## config.mk

```make
export PLATFORM = sky130hd
export DESIGN_NAME = router_in_fifo
export DESIGN_NICKNAME = d
export VERILOG_FILES = /design/src/rtl/router_pkg.sv /design/src/rtl/router_fifo_ram.sv /design/src/rtl/router_in_fifo.sv
export SDC_FILE = /design/constraint.sdc
export NUM_CORES = 1
export LEC_CHECK = 0
export CAP_MARGIN = 20
export CORE_ASPECT_RATIO = 0.6
export CORE_UTILIZATION = 53
export DETAILED_ROUTE_END_ITERATION = 12
export PLACE_DENSITY = 0.78
export SKIP_CTS_REPAIR_TIMING = 1
export SKIP_LAST_GASP = 1
export SLEW_MARGIN = 20
export SYNTH_ARGS = -nofsm -noshare
export SYNTH_HDL_FRONTEND = slang
export SYNTH_SLANG_ARGS = --single-unit
```

## constraint.sdc

```tcl
create_clock -name clk -period 2.9 [get_ports clk]
set_input_delay 0.29 -clock clk [delete_from_list [all_inputs] [get_ports clk]]
set_output_delay 0.29 -clock clk [all_outputs]
set_load 0.02 [all_outputs]
```

## src/rtl/router_pkg.sv

```systemverilog
// rtl/router_pkg.sv - shared router widths, defaults and buffer op encoding
package router_pkg;

  localparam int ROUTER_FLIT_W = 16;
  localparam int ROUTER_DEPTH  = 4;

  typedef enum logic [1:0] {
    OP_IDLE = 2'b00,
    OP_PUSH = 2'b01,
    OP_POP  = 2'b10,
    OP_BOTH = 2'b11
  } fifo_op_e;

  // A single-entry buffer still needs a one-bit pointer port on the RAM.
  function automatic int ptr_width(input int depth);
    return (depth > 1) ? $clog2(depth) : 1;
  endfunction

  function automatic int cnt_width(input int depth);
    return $clog2(depth) + 1;
  endfunction

endpackage

```

## src/rtl/router_fifo_ram.sv

```systemverilog
// rtl/router_fifo_ram.sv - flit storage, synchronous write, asynchronous read
module router_fifo_ram #(
  parameter int W     = 16,
  parameter int DEPTH = 4,
  parameter int AW    = 2
) (
  input  logic          clk,
  input  logic          i_wr_en,
  input  logic [AW-1:0] i_wr_addr,
  input  logic [W-1:0]  i_wr_data,
  input  logic [AW-1:0] i_rd_addr,
  output logic [W-1:0]  o_rd_data
);

  logic [W-1:0] r_mem [DEPTH];

  always_ff @(posedge clk) begin
    if (i_wr_en) r_mem[i_wr_addr] <= i_wr_data;
  end

  assign o_rd_data = r_mem[i_rd_addr];

endmodule

```

## src/rtl/router_in_fifo.sv

```systemverilog
// rtl/router_in_fifo.sv - router input port flit buffer; ROUTER_FIFO_STATS_EN adds stall_cnt
module router_in_fifo
  import router_pkg::*;
#(
  parameter int FLIT_W = ROUTER_FLIT_W,
  parameter int DEPTH  = ROUTER_DEPTH
) (
  input  logic                          clk,
  input  logic                          rst_n,
  input  logic                          in_valid,
  input  logic [FLIT_W-1:0]             in_data,
  output logic                          in_ready,
  output logic                          req,
  input  logic                          block,
  output logic [FLIT_W-1:0]             out_data,
  output logic [cnt_width(DEPTH)-1:0]   count
`ifdef ROUTER_FIFO_STATS_EN
  ,
  output logic [15:0]                   stall_cnt
`endif
);

  localparam int PW = ptr_width(DEPTH);
  localparam int CW = cnt_width(DEPTH);

  logic [PW-1:0] r_wr_ptr;
  logic [PW-1:0] r_rd_ptr;
  logic [CW-1:0] r_count;

  logic     w_push;
  logic     w_pop;
  fifo_op_e w_op;

  // Handshake outputs depend on registered occupancy only, keeping in_valid
  // and block out of any combinational loop through the arbiter.
  assign in_ready = (r_count != CW'(DEPTH));
  assign req      = (r_count != '0);
  assign count    = r_count;

  assign w_push = in_valid & in_ready;
  assign w_pop  = req & ~block;
  assign w_op   = fifo_op_e'({w_pop, w_push});

  always_ff @(posedge clk or negedge rst_n) begin
    if (!rst_n) begin
      r_wr_ptr <= '0;
      r_rd_ptr <= '0;
      r_count  <= '0;
    end else begin
      if (w_push) r_wr_ptr <= r_wr_ptr + 1'b1;
      if (w_pop)  r_rd_ptr <= r_rd_ptr + 1'b1;
      case (w_op)
        OP_PUSH: r_count <= r_count + 1'b1;
        OP_POP:  r_count <= r_count - 1'b1;
        OP_IDLE,
        OP_BOTH: r_count <= r_count;
      endcase
    end
  end

  router_fifo_ram #(
    .W     (FLIT_W),
    .DEPTH (DEPTH),
    .AW    (PW)
  ) u_ram (
    .clk       (clk),
    .i_wr_en   (w_push),
    .i_wr_addr (r_wr_ptr),
    .i_wr_data (in_data),
    .i_rd_addr (r_rd_ptr),
    .o_rd_data (out_data)
  );

`ifdef ROUTER_FIFO_STATS_EN
  logic [15:0] r_stall_cnt;

  always_ff @(posedge clk or negedge rst_n) begin
    if (!rst_n) begin
      r_stall_cnt <= '0;
    end else if (req && block && (r_stall_cnt != 16'hFFFF)) begin
      r_stall_cnt <= r_stall_cnt + 16'd1;
    end
  end

  assign stall_cnt = r_stall_cnt;
`endif

endmodule

```

Yosys cells after proc, flatten, opt, wreduce, memory -nomap -nowiden
Memory sizes are Yosys's and may differ from the RTL's.
Index checks and enable logic that the tools add are counted.
{"block": "word_totals", "regBits": 7, "output_inout_bits": 21, "ram_bits": 64, "mem_count": 1, "inputBits": 20}
{"block": "op_classes", "mux": 3, "n_reduce_logical": 3, "eq_ne": 4, "n_addsub": 4, "bitwise": 3}
{"memory": "u_ram.r_mem", "words": 4, "word_bits": 16, "rd": 1, "rd_ports_with_merged_regs": 0, "write_ports": 1, "line_no": "router_fifo_ram.sv:15", "source": "logic [W-1:0] r_mem [DEPTH];"}
{"cell": "3-bit case mux with 2 select lines", "n": 1}
{"cell": "2-bit by 1-bit adder with 2-bit output (second input constant)", "n": 2}
{"cell": "2-bit equality test (second input constant)", "n": 2}
{"cell": "3-bit by 1-bit adder with 3-bit output (second input constant)", "n": 1}
{"cell": "3-bit inequality test (second input constant)", "n": 1}
{"cell": "3-bit nonzero test", "n": 1}
{"cell": "3-bit by 1-bit subtractor with 3-bit output (second input constant)", "n": 1}
{"cell": "1-bit AND", "n": 2}
{"cell": "2-bit by 1-bit equality test with 1-bit output (second input constant)", "n": 1}
{"cell": "2-bit zero test", "n": 1}
{"cell": "1-bit 2-to-1 mux", "n": 2}
{"cell": "2-bit OR reduction", "n": 1}
{"cell": "1-bit NOT", "n": 1}

Longest topological paths before layout
Gate-level depths: netlist of run 1.
{"block": "logic_depth", "depth_word": 4, "depth_mapped": 9, "mapped_depth_nobuf": 9}

By module
A second synthesis of run 1 with hierarchy kept.
{"block": "unflattened", "hier_cells": 117, "hier_area_um2": 2727.6}
{"mod": "router_fifo_ram", "area_per_inst_um2": 2377.3, "instances": 1, "cells_each": 88, "seq_area_each_um2": 1921.8}
{"mod": "router_in_fifo", "area_per_inst_um2": 350.3, "instances": 1, "cells_each": 29, "seq_area_each_um2": 175.2}

Least setup slack after synthesis of run 1
OpenSTA, ideal clock, no wires.
{"block": "synth_timing", "path_type": "reg-to-reg", "startpoint": "register r_count[0], in the netlist count[0]", "endpoint": "register r_count[2], in the netlist count[2]", "path_buffers": 0, "period_less_slack_ns": 2.224, "setup_slack_ns": 0.676, "path_stages_with_launch": 10, "setup_ns": 0.080, "arrival_time_ns": 2.145, "path_cell_list": "dfrtp_1 -> or3b_4 -> and2_4 -> inv_1 -> ha_1 -> inv_1 -> fa_1 -> xor2_1 -> nor2_1 -> xor2_1"}
{"block": "synth_via", "elab_chain_cells": 4}
{"item": "from (decl)", "line_no": "router_in_fifo.sv:28", "source": "logic [CW-1:0] r_count;"}
{"item": "from (signal assigned)", "line_no": "router_in_fifo.sv:53", "source": "OP_PUSH: r_count <= r_count + 1'b1;"}
{"item": "from (signal assigned)", "line_no": "router_in_fifo.sv:54", "source": "OP_POP: r_count <= r_count - 1'b1;"}
{"item": "from (signal assigned)", "line_no": "router_in_fifo.sv:56", "source": "OP_BOTH: r_count <= r_count;"}
{"item": "3-bit inequality test *", "line_no": "router_in_fifo.sv:36", "source": "assign in_ready = (r_count != CW'(DEPTH));"}
{"item": "named net in_ready", "line_no": "router_in_fifo.sv:12", "source": "output logic in_ready,"}
{"item": "1-bit AND *", "line_no": "router_in_fifo.sv:40", "source": "assign w_push = in_valid & in_ready;"}
{"item": "2-bit equality test, or another cell as far along", "line_no": "router_in_fifo.sv:52", "source": "case (w_op)"}
{"item": "3-bit case mux with 2 select lines / 2-bit OR reduction (equally long branches)", "line_no": "router_in_fifo.sv:52"}
Mark *: on every way through the listed nets, which the timed path passes. The rest lies on a longest branch.
A chain may end at the register's enable or synchronous reset.

Final worst setup path of run 1
{"block": "layout_timing", "startpoint": "register r_rd_ptr[1]", "endpoint": "output out_data[7]"}
{"block": "layout_via", "elab_chain_cells": 1}
{"item": "from (decl)", "line_no": "router_in_fifo.sv:27", "source": "logic [PW-1:0] r_rd_ptr;"}
{"item": "from (signal assigned)", "line_no": "router_in_fifo.sv:51", "source": "if (w_pop) r_rd_ptr <= r_rd_ptr + 1'b1;"}
{"item": "memory read 4 x 16 bit"}
{"item": "to (decl)", "line_no": "router_in_fifo.sv:15", "source": "output logic [FLIT_W-1:0] out_data,"}
No other way between the ends.

==> qor.csv, run 1 <==
stage,metric,value,unit
worst_setup_path,crit_path_top_delay_cell,sky130_fd_sc_hd__dfrtp_1,
worst_setup_path,cp.required,2.61,ns
worst_setup_path,worst_setup_path_endpoint,out_data[7],
drt,drt_drc_violations_left,0,
drt,route.antenna.remaining_nets,0,
outcome,outcome,finished clean,
logic_synthesis,ys_types,18,
grt,grt-ovfl-total,0,
timing,finClkSkew,0.009202,ns
grt,antenna_found_initial,0,
logic_synthesis,postSynthAreaPerCell,22.45,sq um
drt,drt_iter0_markers,53,
final_layout,final_layout_size_suffix_gt1_frac,0.2273,
clocking,worst_skew_pair.late_latency,0.33,ns
worst_setup_path,critPathKind,reg2out,
drt,wirelength,4.518,mm
worst_setup_path,end_of_the_worst_register_to_register_path,count[2]$_DFFE_PN0N_,
worst_setup_path,critPathTopFamily,flip-flops,
timing,final-setup-viol-count,0,
pwr,power_density_normalized_to_cell_area,1079,mW/mm^2
worst_setup_path,launch_point_of_the_critical_path,r_rd_ptr[1]$_DFFE_PN0P_,
logic_synthesis,ys_warn_count,0,
clocking,number_of_buffers_added_by_the_clock_tree_synthesis_step,9,
timing,layout_worst_path_cycle_share,0.8505,
worst_setup_path,cp.arrival,2.18,ns
logic_synthesis,yosys_register_bits,71,
placed_design,gp_routability_congestion,0.7246,
worst_setup_path,reg2regPathDepth,9,
timing,tightest_slew,0.7744,ns
logic_synthesis,syn_nets,148,
worst_setup_path,crit_path_max_fanout,17,
clocking,clock_tree.root_cell,sky130_fd_sc_hd__clkbuf_8,
timing,clock.fmax,0.4055,GHz
grt,grt_first_pass_wirelength,6.962,mm
grt,grt_start_max_net_pins,18,
clocking,clk_pin_slew,0.07,ns
grt,via_count_of_the_first_global_routing_pass,1370,
placed_design,post-dp-hpwl,2.960,mm
timing,fin_worst_hold_slack,0.2254,ns
worst_setup_path,timing.rr.start,count[0]$_DFFE_PN0N_,
worst_setup_path,end_kind,output pin,
clocking,clock_sinks,71,
pwr,power.leakage,0.001195,uW
clocking,htree_num_levels,3,
floorplanning,start_util,0.5761,
floorplanning,dieWidth,94.81,microns
drt,drt_first_pass_iters,4,
final_layout,area_growth,25.26,%
clocking,cts-root-to-sink-buffers,2,
logic_synthesis,syn_inst,122,
timing,final_critical_path_setup_slack,0.4336,ns
floorplanning,placementRows,19,
placed_design,place_ws,0.6980,ns
worst_setup_path,critPathBufInv,1,
timing,report.final.slew_viol_count,0,
logic_synthesis,share_of_the_synthesized_area_in_the_top_cell_type,0.7017,
floorplanning,io_pins,41,
drt,detail_route.wl_per_cell,18.90,microns
logic_synthesis,yosys.area.top_type,sky130_fd_sc_hd__edfxtp_1,
final_layout,final_nets,197,
pwr,power.ir.vdd_worst,0.5483,mV
timing,post-route-min-period,2.466,ns
timing,timing.slew.headroom,0.4838,
worst_setup_path,timing.critical_path.cells,mux4_2 -> clkdlybuf4s50_1,
floorplanning,dieArea,0.005469,sq mm
grt,groute.usage.overall,0.1908,
worst_setup_path,critical-path-max-stage-delay,0.85,ns
timing,rsz0062_at_grt,no,
worst_setup_path,logic_depth_of_the_worst_path_buffers_included,2,
final_layout,diodes,0,
drt,detailed_route_via_count,1264,
timing,accumulated_negative_setup_slack,0,ns
placed_design,portBuffers,40,
clocking,cts_tree,done,
worst_setup_path,reg2reg_setup_slack,0.70,ns
run,max_cap_viol_count,0,
hold_path,hold_class,in2async,
drt,vias_per_cell,5.289,
timing,timing_hold_violations_final,0,
floorplanning,chipHeight,57.69,microns
worst_setup_path,startpoint_type,flop,
logic_synthesis,synth-seq-area-share,0.7656,
final_layout,fillCellCount,289,
floorplanning,floorplan.core_area,0.004755,sq mm
logic_synthesis,netlist_area_before_placement,0.002739,sq mm
logic_synthesis,synth_area_leaders,"sky130_fd_sc_hd__edfxtp_1 70%, sky130_fd_sc_hd__mux4_2 13%, sky130_fd_sc_hd__dfrtp_1 6.4%",
-- cell usage after synthesis --
cell,n
sky130_fd_sc_hd__edfxtp_1,64
sky130_fd_sc_hd__mux4_2,16
sky130_fd_sc_hd__dfrtp_1,7
sky130_fd_sc_hd__inv_1,7
sky130_fd_sc_hd__ha_1,5
sky130_fd_sc_hd__and3_2,4
sky130_fd_sc_hd__xor2_1,4
sky130_fd_sc_hd__buf_2,2
sky130_fd_sc_hd__buf_4,2
sky130_fd_sc_hd__nor2_1,2
sky130_fd_sc_hd__xnor2_1,2
sky130_fd_sc_hd__and2_4,1
sky130_fd_sc_hd__fa_1,1
sky130_fd_sc_hd__mux2_4,1
sky130_fd_sc_hd__mux2i_1,1
sky130_fd_sc_hd__nor3_1,1
sky130_fd_sc_hd__nor3b_1,1
sky130_fd_sc_hd__or3b_4,1
-- cells by family after synthesis --
group / Yosys count / share of synthesized area
xor+xnor: 6 / 0.01919
fa+ha+maj: 6 / 0.03015
buf+inv: 11 / 0.01873
flops: 71 / 0.7656
mux: 18 / 0.1407
simple gates: 10 / 0.02558
-- layer usage --
metal	global-route usage	wire, microns
met5	0	0
met4	0.07792	27
met3	0.07218	291
met2	0.3022	2189
met1	0.2423	2009
-- cells in the final DEF, fill, tap and decap left out, drive strengths merged --
cell type	n
mux2	1
inv	7
and3	4
clkbuf	11
nor3b	1
and2	1
clkinv	2
buf	2
nor3	1
ha	5
or3b	1
dfrtp	7
xor2	4
xnor2	2
nor2	2
mux4	16
clkinvlp	1
bufinv	2
edfxtp	64
mux2i	1
fa	1
clkdlybuf4s50	40
-- power breakdown --
part / internal (uW) / switching (uW) / leakage (uW)
clock: 508 / 341 / 0.000110
combinational: 696 / 656 / 0.000417
sequential: 1370 / 132 / 0.000668
-- sequential cells by signal (all words and copies together), names as in the netlist --
signal,count
u_ram.r_mem,64
r_wr_ptr,2
r_rd_ptr,2
count,3
-- stage by stage --
| stage | utilization | instance area, sq um | instances | power [uW] |
|---|---|---|---|---|
| after floorplan | - | 2739 | 122 | 2330 |
| after global placement | 0.6747 | 3208 | 223 | 2831 |
| after detailed placement | 0.6747 | 3208 | 223 | 2893 |
| after CTS | 0.7216 | 3431 | 239 | 3757 |
| after global routing | 0.7216 | 3431 | 239 | 3886 |
| final | 0.7216 | 3431 | 239 | 3702 |
-- worst min path at each step --
stage                               from                       to  slack (ns)
floorplan                          rst_n     count[0]$_DFFE_PN0N_      -0.006
global placement    count[2]$_DFFE_PN0N_     count[2]$_DFFE_PN0N_        0.51
detailed placement  count[2]$_DFFE_PN0N_     count[2]$_DFFE_PN0N_        0.50
CTS                                rst_n     count[1]$_DFFE_PN0N_        0.21
global route                       rst_n  r_wr_ptr[1]$_DFFE_PN0P_        0.22
finish                             rst_n     count[2]$_DFFE_PN0N_        0.23
-- final cells by class --
cell class              count  area [sq um]  area share
flip-flops and latches     71          2097      0.6112
multi-input cells          40         590.6      0.1721
repair buffers             42         415.4      0.1211
clock buffers              11         141.4     0.04121
clock inverters             5         81.33     0.02371
well taps                  63         78.83     0.02298
inverters                   7         26.28    0.007659
No activity file was read; power rests on OpenSTA's default activity.
==> run 2, diff against run 1 <==
--- a/config.mk
+++ b/config.mk
@@ -8,8 +8,11 @@
 export CAP_MARGIN = 20
 export CORE_ASPECT_RATIO = 0.6
 export CORE_UTILIZATION = 53
+export CTS_CLUSTER_DIAMETER = 50
 export DETAILED_ROUTE_END_ITERATION = 12
 export PLACE_DENSITY = 0.78
+export RECOVER_POWER = 100
+export SETUP_SLACK_MARGIN = 0.4
 export SKIP_CTS_REPAIR_TIMING = 1
 export SKIP_LAST_GASP = 1
 export SLEW_MARGIN = 20
==> run 2 against run 1 <==
Design area fell by 0.33%. Die area unchanged. Critical endpoint is now out_data[15]. First-iteration DRC count rose by 7.5%. Worst hold slack better by 0.072 ns. Largest cell class unchanged. Core utilization shrank 0.24 points. Register-to-register slack got worse by 0.12 ns. Via count rose by 0.63%.
==> qor.csv, run 2 (synthesis results as in run 1) <==
stage,metric,value,unit,change
worst_setup_path,launch_point_of_the_critical_path,r_rd_ptr[0]$_DFFE_PN0P_,,was r_rd_ptr[1]$_DFFE_PN0P_
worst_setup_path,timing.critical_path.cells,clkbuf_2 -> mux4_2 -> dlygate4sd3_1,,was mux4_2 -> clkdlybuf4s50_1
final_layout,area_growth,24.85,%,was 25.26%
final_layout,diodes,0,,unchanged
floorplanning,dieArea,0.005469,sq mm,unchanged
timing,finClkSkew,0.007718,ns,was 0.009202 ns
worst_setup_path,critPathKind,reg2out,,unchanged
pwr,power.leakage,0.001194,uW,was 0.001195 uW
clocking,cts_tree,done,,unchanged
drt,route.antenna.remaining_nets,0,,unchanged
clocking,htree_num_levels,3,,unchanged
timing,tightest_slew,0.9221,ns,was 0.7744 ns
worst_setup_path,crit_path_max_fanout,10,,was 17
worst_setup_path,critical-path-max-stage-delay,0.66,ns,was 0.85 ns
clocking,number_of_buffers_added_by_the_clock_tree_synthesis_step,9,,unchanged
timing,final_critical_path_setup_slack,0.3643,ns,was 0.4336 ns
timing,final-setup-viol-count,0,,unchanged
final_layout,final_layout_size_suffix_gt1_frac,0.1989,,was 0.2273
floorplanning,chipHeight,57.69,microns,unchanged
clocking,clock_tree.root_cell,sky130_fd_sc_hd__clkbuf_8,,unchanged
final_layout,final_cell_mix,"64 x sky130_fd_sc_hd__edfxtp_1, 29 x sky130_fd_sc_hd__dlygate4sd3_1, 16 x sky130_fd_sc_hd__mux4_2",,"was 64 x sky130_fd_sc_hd__edfxtp_1, 40 x sky130_fd_sc_hd__clkdlybuf4s50_1, 16 x sky130_fd_sc_hd__mux4_2"
clocking,cts-root-to-sink-buffers,2,,unchanged
clocking,clock_sinks,71,,unchanged
floorplanning,placementRows,19,,unchanged
worst_setup_path,end_kind,output pin,,unchanged
grt,grt_start_max_net_pins,18,,unchanged
final_layout,largest_register_ffs,64,,unchanged
timing,layout_worst_path_cycle_share,0.8744,,was 0.8505
timing,post-route-min-period,2.536,ns,was 2.466 ns
placed_design,portBuffers,40,,unchanged
worst_setup_path,logic_depth_of_the_worst_path_buffers_included,3,,was 2
clocking,worst_skew_pair.late_latency,0.33,ns,about the same
grt,grt_first_pass_wirelength,6.962,mm,unchanged
timing,timing.slew.headroom,0.3853,,was 0.4838
worst_setup_path,timing.rr.start,count[0]$_DFFE_PN0N_,,unchanged
worst_setup_path,cp.required,2.61,ns,about the same
grt,groute.usage.overall,0.1908,,unchanged
drt,drt_iter0_markers,57,,was 53
timing,accumulated_negative_setup_slack,0,ns,unchanged
timing,report.final.slew_viol_count,0,,unchanged
worst_setup_path,reg2regPathDepth,9,,unchanged
worst_setup_path,crit_path_top_delay_cell,sky130_fd_sc_hd__dlygate4sd3_1,,was sky130_fd_sc_hd__dfrtp_1
pwr,power_density_normalized_to_cell_area,1064,mW/mm^2,was 1079 mW/mm^2
grt,antenna_found_initial,0,,unchanged
final_layout,registers.top_by_ff_count,u_ram.r_mem,,unchanged
hold_path,hold_class,in2async,,unchanged
final_layout,most_common_cell_after_layout_fill_and_taps_aside,sky130_fd_sc_hd__edfxtp_1,,unchanged
worst_setup_path,critPathTopFamily,buffers and inverters,,was flip-flops
final_layout,final_nets,197,,unchanged
floorplanning,start_util,0.5761,,unchanged
timing,timing_hold_violations_final,0,,unchanged
worst_setup_path,critPathBufInv,2,,was 1
placed_design,place_ws,0.6980,ns,unchanged
floorplanning,floorplan.core_area,0.004755,sq mm,unchanged
timing,rsz0062_at_grt,no,,unchanged
grt,via_count_of_the_first_global_routing_pass,1370,,unchanged
grt,grt-ovfl-total,0,,unchanged
run,max_cap_viol_count,0,,unchanged
drt,drt_drc_violations_left,0,,unchanged
drt,drt_first_pass_iters,4,,unchanged
drt,detail_route.wl_per_cell,18.77,microns,was 18.90 microns
placed_design,post-dp-hpwl,2.960,mm,unchanged
drt,wirelength,4.487,mm,was 4.518 mm
timing,clock.fmax,0.3944,GHz,was 0.4055 GHz
floorplanning,io_pins,41,,unchanged
clocking,clk_pin_slew,0.07,ns,about the same
drt,vias_per_cell,5.322,,was 5.289
drt,detailed_route_via_count,1272,,was 1264
worst_setup_path,cp.arrival,2.25,ns,was 2.18 ns
worst_setup_path,startpoint_type,flop,,unchanged
outcome,outcome,finished clean,,unchanged
placed_design,gp_routability_congestion,0.7246,,unchanged
pwr,power.ir.vdd_worst,0.5421,mV,was 0.5483 mV
floorplanning,dieWidth,94.81,microns,unchanged
-- run 2: final cells by class --
class / instances / area (sq um)
well taps: 63 / 78.83
inverters: 7 / 26.28
fillers: 296 / 1335
clock inverters: 5 / 81.33
repair buffers: 42 / 412.9
multi-input cells: 40 / 580.6
clock buffers: 11 / 141.4
flip-flops and latches: 71 / 2098
-- run 2: worst paths after layout --
path	to	slack, ns
worst min register to register	count[2]$_DFFE_PN0N_	0.52
worst max-delay path	out_data[15]	0.36
min in group clk	count[2]$_DFFE_PN0N_	0.52
worst min-delay path	count[2]$_DFFE_PN0N_	0.30
worst max register to register	count[2]$_DFFE_PN0N_	0.58
max in group asynchronous	r_rd_ptr[1]$_DFFE_PN0P_	2.32
-- run 2: per-stage QoR --
| step | hold slack (ns) | cell area [sq um] | total power [uW] | util | std cells |
|---|---|---|---|---|---|
| final | 0.2975 | 3420 | 3639 | 0.7192 | 239 |
| after global routing | 0.2901 | 3420 | 3827 | 0.7192 | 239 |
| after CTS | 0.2080 | 3431 | 3757 | 0.7216 | 239 |
| after detailed placement | 0.5022 | 3208 | 2893 | 0.6747 | 223 |
| after global placement | 0.5063 | 3208 | 2831 | 0.6747 | 223 |
| after floorplan | -0.005591 | 2739 | 2330 | - | 122 |
-- run 2: metal layers --
layer	up-vias	GRT usage	share of wire
met5	-	0	0
met4	0	0.07792	0.0089
met3	4	0.07218	0.048
met2	39	0.3022	0.49
met1	644	0.2423	0.45
li1	585	-	-
-- run 2: worst reg2reg max path, cell delays in order, from the launching register on --
cell and delay (ns):
sky130_fd_sc_hd__dfrtp_1 0.43, sky130_fd_sc_hd__or3b_1 0.46, sky130_fd_sc_hd__and2_0 0.25, sky130_fd_sc_hd__inv_1 0.08, sky130_fd_sc_hd__ha_1 0.17, sky130_fd_sc_hd__inv_1 0.06
sky130_fd_sc_hd__fa_1 0.38, sky130_fd_sc_hd__xor2_1 0.15, sky130_fd_sc_hd__nor2_1 0.12, sky130_fd_sc_hd__xor2_1 0.15
-- run 2: where the power goes --
group / switching, uW / internal [uW] / total (uW)
combinational: 654 / 636 / 1290
sequential: 128 / 1370 / 1500
clock: 338 / 508 / 846
total: 1120 / 2520 / 3640
==> run 3, diff against run 2 <==
--- a/config.mk
+++ b/config.mk
@@ -18,4 +18,5 @@
 export SLEW_MARGIN = 20
 export SYNTH_ARGS = -nofsm -noshare
 export SYNTH_HDL_FRONTEND = slang
+export SYNTH_HIERARCHICAL = 1
 export SYNTH_SLANG_ARGS = --single-unit
==> run 3 against run 2 <==
Synthesized cell count is 4.1% lower. Sequential cell count stayed put. Critical endpoint is now out_data[1]. Largest power group unchanged. Highest routed layer unchanged. Clock-buffer cell count is 2 lower. Non-clock buffer count is 8 higher. Design area is 0.11% higher. Fmax is 2.3% lower. Worst hold slack worse by 0.0070 ns. Core utilization is 0.079 points higher.
==> qor.csv, run 3 <==
stage,metric,value,unit,change
outcome,outcome,finished clean,,unchanged
hold_path,hold_class,in2async,,unchanged
placed_design,gp_routability_congestion,0.8030,,was 0.7246
timing,finClkSkew,0.003685,ns,was 0.007718 ns
final_layout,final_cell_mix,"64 x sky130_fd_sc_hd__edfxtp_1, 37 x sky130_fd_sc_hd__dlygate4sd3_1, 10 x sky130_fd_sc_hd__mux4_2",,"was 64 x sky130_fd_sc_hd__edfxtp_1, 29 x sky130_fd_sc_hd__dlygate4sd3_1, 16 x sky130_fd_sc_hd__mux4_2"
worst_setup_path,timing.rr.start,count[2]$_DFFE_PN0N_,,was count[0]$_DFFE_PN0N_
timing,post-route-min-period,2.595,ns,was 2.536 ns
placed_design,dpl_cell_area,0.003228,sq mm,was 0.003208 sq mm
timing,report.final.slew_viol_count,0,,unchanged
drt,drt_first_pass_iters,4,,unchanged
worst_setup_path,end_kind,output pin,,unchanged
logic_synthesis,yosys.area.top_type,sky130_fd_sc_hd__edfxtp_1,,unchanged
floorplanning,io_pins,41,,unchanged
drt,vias_per_cell,5.517,,was 5.322
pwr,power_density_normalized_to_cell_area,1033,mW/mm^2,was 1064 mW/mm^2
logic_synthesis,synth_most_common_cell,sky130_fd_sc_hd__edfxtp_1,,unchanged
grt,antenna_found_initial,0,,unchanged
final_layout,diodes,0,,unchanged
run,max_cap_viol_count,0,,unchanged
logic_synthesis,synth_async_sr_flop_share,0.09859,,unchanged
final_layout,most_common_cell_after_layout_fill_and_taps_aside,sky130_fd_sc_hd__edfxtp_1,,unchanged
timing,layout_worst_path_cycle_share,0.8950,,was 0.8744
clocking,clk_pin_slew,0.07,ns,about the same
timing,fin_worst_hold_slack,0.2905,ns,was 0.2975 ns
pwr,p_seq_frac,0.431,,was 0.413
final_layout,area_of_the_multi_input_gates,560.5,sq um,was 580.6 sq um
worst_setup_path,crit_path_max_fanout,17,,was 10
floorplanning,placementRows,19,,unchanged
final_layout,final_nets,196,,was 197
final_layout,registers.top_by_ff_count,u_ram/r_mem,,was u_ram.r_mem
logic_synthesis,number_of_synthesized_flops_with_an_enable_pin,64,,unchanged
drt,wirelength,4.477,mm,was 4.487 mm
drt,drt_iter0_markers,48,,was 57
worst_setup_path,cp.arrival,2.31,ns,was 2.25 ns
timing,timing_hold_violations_final,0,,unchanged
drt,detailed_route_via_count,1335,,was 1272
drt,detail_route.wl_per_cell,18.50,microns,was 18.77 microns
grt,via_count_of_the_first_global_routing_pass,1407,,was 1370
timing,timing.slew.headroom,0.4529,,was 0.3853
final_layout,layout.area.seq,0.002098,sq mm,unchanged
final_layout,fin_area,0.003423,sq mm,was 0.003420 sq mm
logic_synthesis,synth.top_cells.by_count,"64 x sky130_fd_sc_hd__edfxtp_1, 10 x sky130_fd_sc_hd__mux4_2, 7 x sky130_fd_sc_hd__dfrtp_1, 6 x sky130_fd_sc_hd__mux4_1, 5 x sky130_fd_sc_hd__inv_1",,"was 64 x sky130_fd_sc_hd__edfxtp_1, 16 x sky130_fd_sc_hd__mux4_2, 7 x sky130_fd_sc_hd__dfrtp_1, 7 x sky130_fd_sc_hd__inv_1, 5 x sky130_fd_sc_hd__ha_1"
logic_synthesis,postSynthAreaPerCell,23.31,sq um,was 22.45 sq um
worst_setup_path,critPathKind,reg2out,,unchanged
grt,groute.usage.overall,0.1914,,was 0.1908
logic_synthesis,ys_warn_count,6,,was 0
pwr,power.leakage,0.001194,uW,about the same
logic_synthesis,ys_types,21,,was 18
placed_design,post-dp-hpwl,2.998,mm,was 2.960 mm
floorplanning,dieWidth,94.62,microns,was 94.81 microns
pwr,net-switching-power,1132,uW,was 1121 uW
floorplanning,floorplan.core_area,0.004755,sq mm,unchanged
logic_synthesis,synth_area_leaders,"sky130_fd_sc_hd__edfxtp_1 70%, sky130_fd_sc_hd__mux4_2 8.3%, sky130_fd_sc_hd__dfrtp_1 6.4%",,"was sky130_fd_sc_hd__edfxtp_1 70%, sky130_fd_sc_hd__mux4_2 13%, sky130_fd_sc_hd__dfrtp_1 6.4%"
timing,clock.fmax,0.3853,GHz,was 0.3944 GHz
pwr,power_frac_clock,0.214,,was 0.232
logic_synthesis,yosys_register_bits,71,,unchanged
floorplanning,chipHeight,57.57,microns,was 57.69 microns
worst_setup_path,cp.required,2.61,ns,about the same
timing,tightest_slew,0.8207,ns,was 0.9221 ns
pwr,intPower,2405,uW,was 2518 uW
final_layout,area_growth,25.50,%,was 24.85%
clocking,clock_sinks,71,,unchanged
logic_synthesis,syn_inst,117,,was 122
floorplanning,dieArea,0.005447,sq mm,was 0.005469 sq mm
pwr,switching_share,0.3200,,was 0.3080
logic_synthesis,netlist_area_before_placement,0.002728,sq mm,was 0.002739 sq mm
worst_setup_path,startpoint_type,flop,,unchanged
grt,grt_start_max_net_pins,18,,unchanged
logic_synthesis,share_of_the_synthesized_area_in_the_top_cell_type,0.7046,,was 0.7017
logic_synthesis,synth-seq-area-share,0.7688,,was 0.7656
worst_setup_path,reg2regPathDepth,5,,was 9
logic_synthesis,syn_nets,139,,was 148
final_layout,final_layout_size_suffix_gt1_frac,0.1844,,was 0.1989
clocking,worst_skew_pair.late_latency,0.33,ns,about the same
pwr,p_comb_frac,0.355,,about the same
timing,final-setup-viol-count,0,,unchanged
clocking,clock_tree.root_cell,sky130_fd_sc_hd__clkbuf_8,,unchanged
grt,grt-ovfl-total,0,,unchanged
clocking,cts-root-to-sink-buffers,2,,unchanged
timing,rsz0062_at_grt,no,,unchanged
final_layout,fillCellCount,294,,was 296
grt,grt_first_pass_wirelength,7.051,mm,was 6.962 mm
logic_synthesis,synth_ff_type,sky130_fd_sc_hd__edfxtp_1,,unchanged
timing,accumulated_negative_setup_slack,0,ns,unchanged
worst_setup_path,end_of_the_worst_register_to_register_path,u_ram/r_mem[1][3]$_DFFE_PP_,,was count[2]$_DFFE_PN0N_
placed_design,portBuffers,40,,unchanged
floorplanning,start_util,0.5737,,was 0.5761
final_layout,largest_register_ffs,64,,unchanged
drt,drt_drc_violations_left,0,,unchanged
clocking,cts_tree,done,,unchanged
drt,route.antenna.remaining_nets,0,,unchanged
clocking,number_of_buffers_added_by_the_clock_tree_synthesis_step,9,,unchanged
worst_setup_path,reg2reg_setup_slack,0.65,ns,was 0.58 ns
clocking,htree_num_levels,3,,unchanged
pwr,power.ir.vdd_worst,0.5525,mV,was 0.5421 mV
-- run 3: final cells by class --
cell class | count | share of cell area
Clock buffer | 9 | 0.03618
Clock inverter | 7 | 0.02156
Inverter | 5 | 0.005482
Multi-Input combinational cell | 37 | 0.1637
Sequential cell | 71 | 0.6129
Tap cell | 63 | 0.02303
Timing Repair Buffer | 50 | 0.1371
-- run 3: stage by stage --
stage	cells	total power, uW	util	setup WS [ns]
finish	242	3537	0.7200	0.3046
global route	242	3689	0.7200	0.2425
CTS	238	3637	0.7205	0.2558
detailed placement	222	2876	0.6789	0.6320
global placement	222	2825	0.6789	0.6769
floorplan	117	2323	-	0.7931
-- run 3: critical path, cell delays in order (launching register included) --
cell                            delay (ns)
sky130_fd_sc_hd__dfrtp_1              0.88
sky130_fd_sc_hd__mux4_1               0.42
sky130_fd_sc_hd__dlygate4sd3_1        0.67
-- run 3: metal layers --
metal / vias to the layer above / global-route usage / wire, microns
li1: 598 / - / -
met1: 678 / 0.2305 / 1840
met2: 46 / 0.3073 / 2283
met3: 13 / 0.06533 / 233
met4: 0 / 0.1082 / 121
met5: - / 0 / 0
-- run 3: worst max-delay path by stage --
stage,start,cells past startpoint,to,slack (ns)
after floorplan,count[0]$_DFFE_PN0N_,8,count[2]$_DFFE_PN0N_,0.79
after global placement,r_rd_ptr[0]$_DFFE_PN0N_,3,out_data[3],0.68
after detailed placement,r_rd_ptr[0]$_DFFE_PN0N_,3,out_data[1],0.63
after CTS,r_rd_ptr[0]$_DFFE_PN0N_,3,out_data[1],0.26
after global routing,r_rd_ptr[1]$_DFFE_PN0N_,2,out_data[1],0.24
final,r_rd_ptr[1]$_DFFE_PN0N_,2,out_data[1],0.30
-- run 3: logic make-up (layout without fill, tap and decap cells) --
family | Yosys count | count (layout) | share of synthesized area
DFF | 71 | 71 | 0.7688
muxes | 17 | 17 | 0.1440
and+or+nand+nor | 11 | 11 | 0.03073
buffers and inverters | 9 | 71 | 0.02202
xor gates and xnor gates | 7 | 7 | 0.02248
adders and majority gates | 2 | 2 | 0.01193
-- run 3: power groups by stage --
stage	logic, uW	registers, uW	clock network (uW)
after floorplan	836	1490	0
after global placement	1290	1540	0
after detailed placement	1320	1560	0
after CTS	1320	1540	777
after global routing	1330	1550	808
final	1260	1520	757
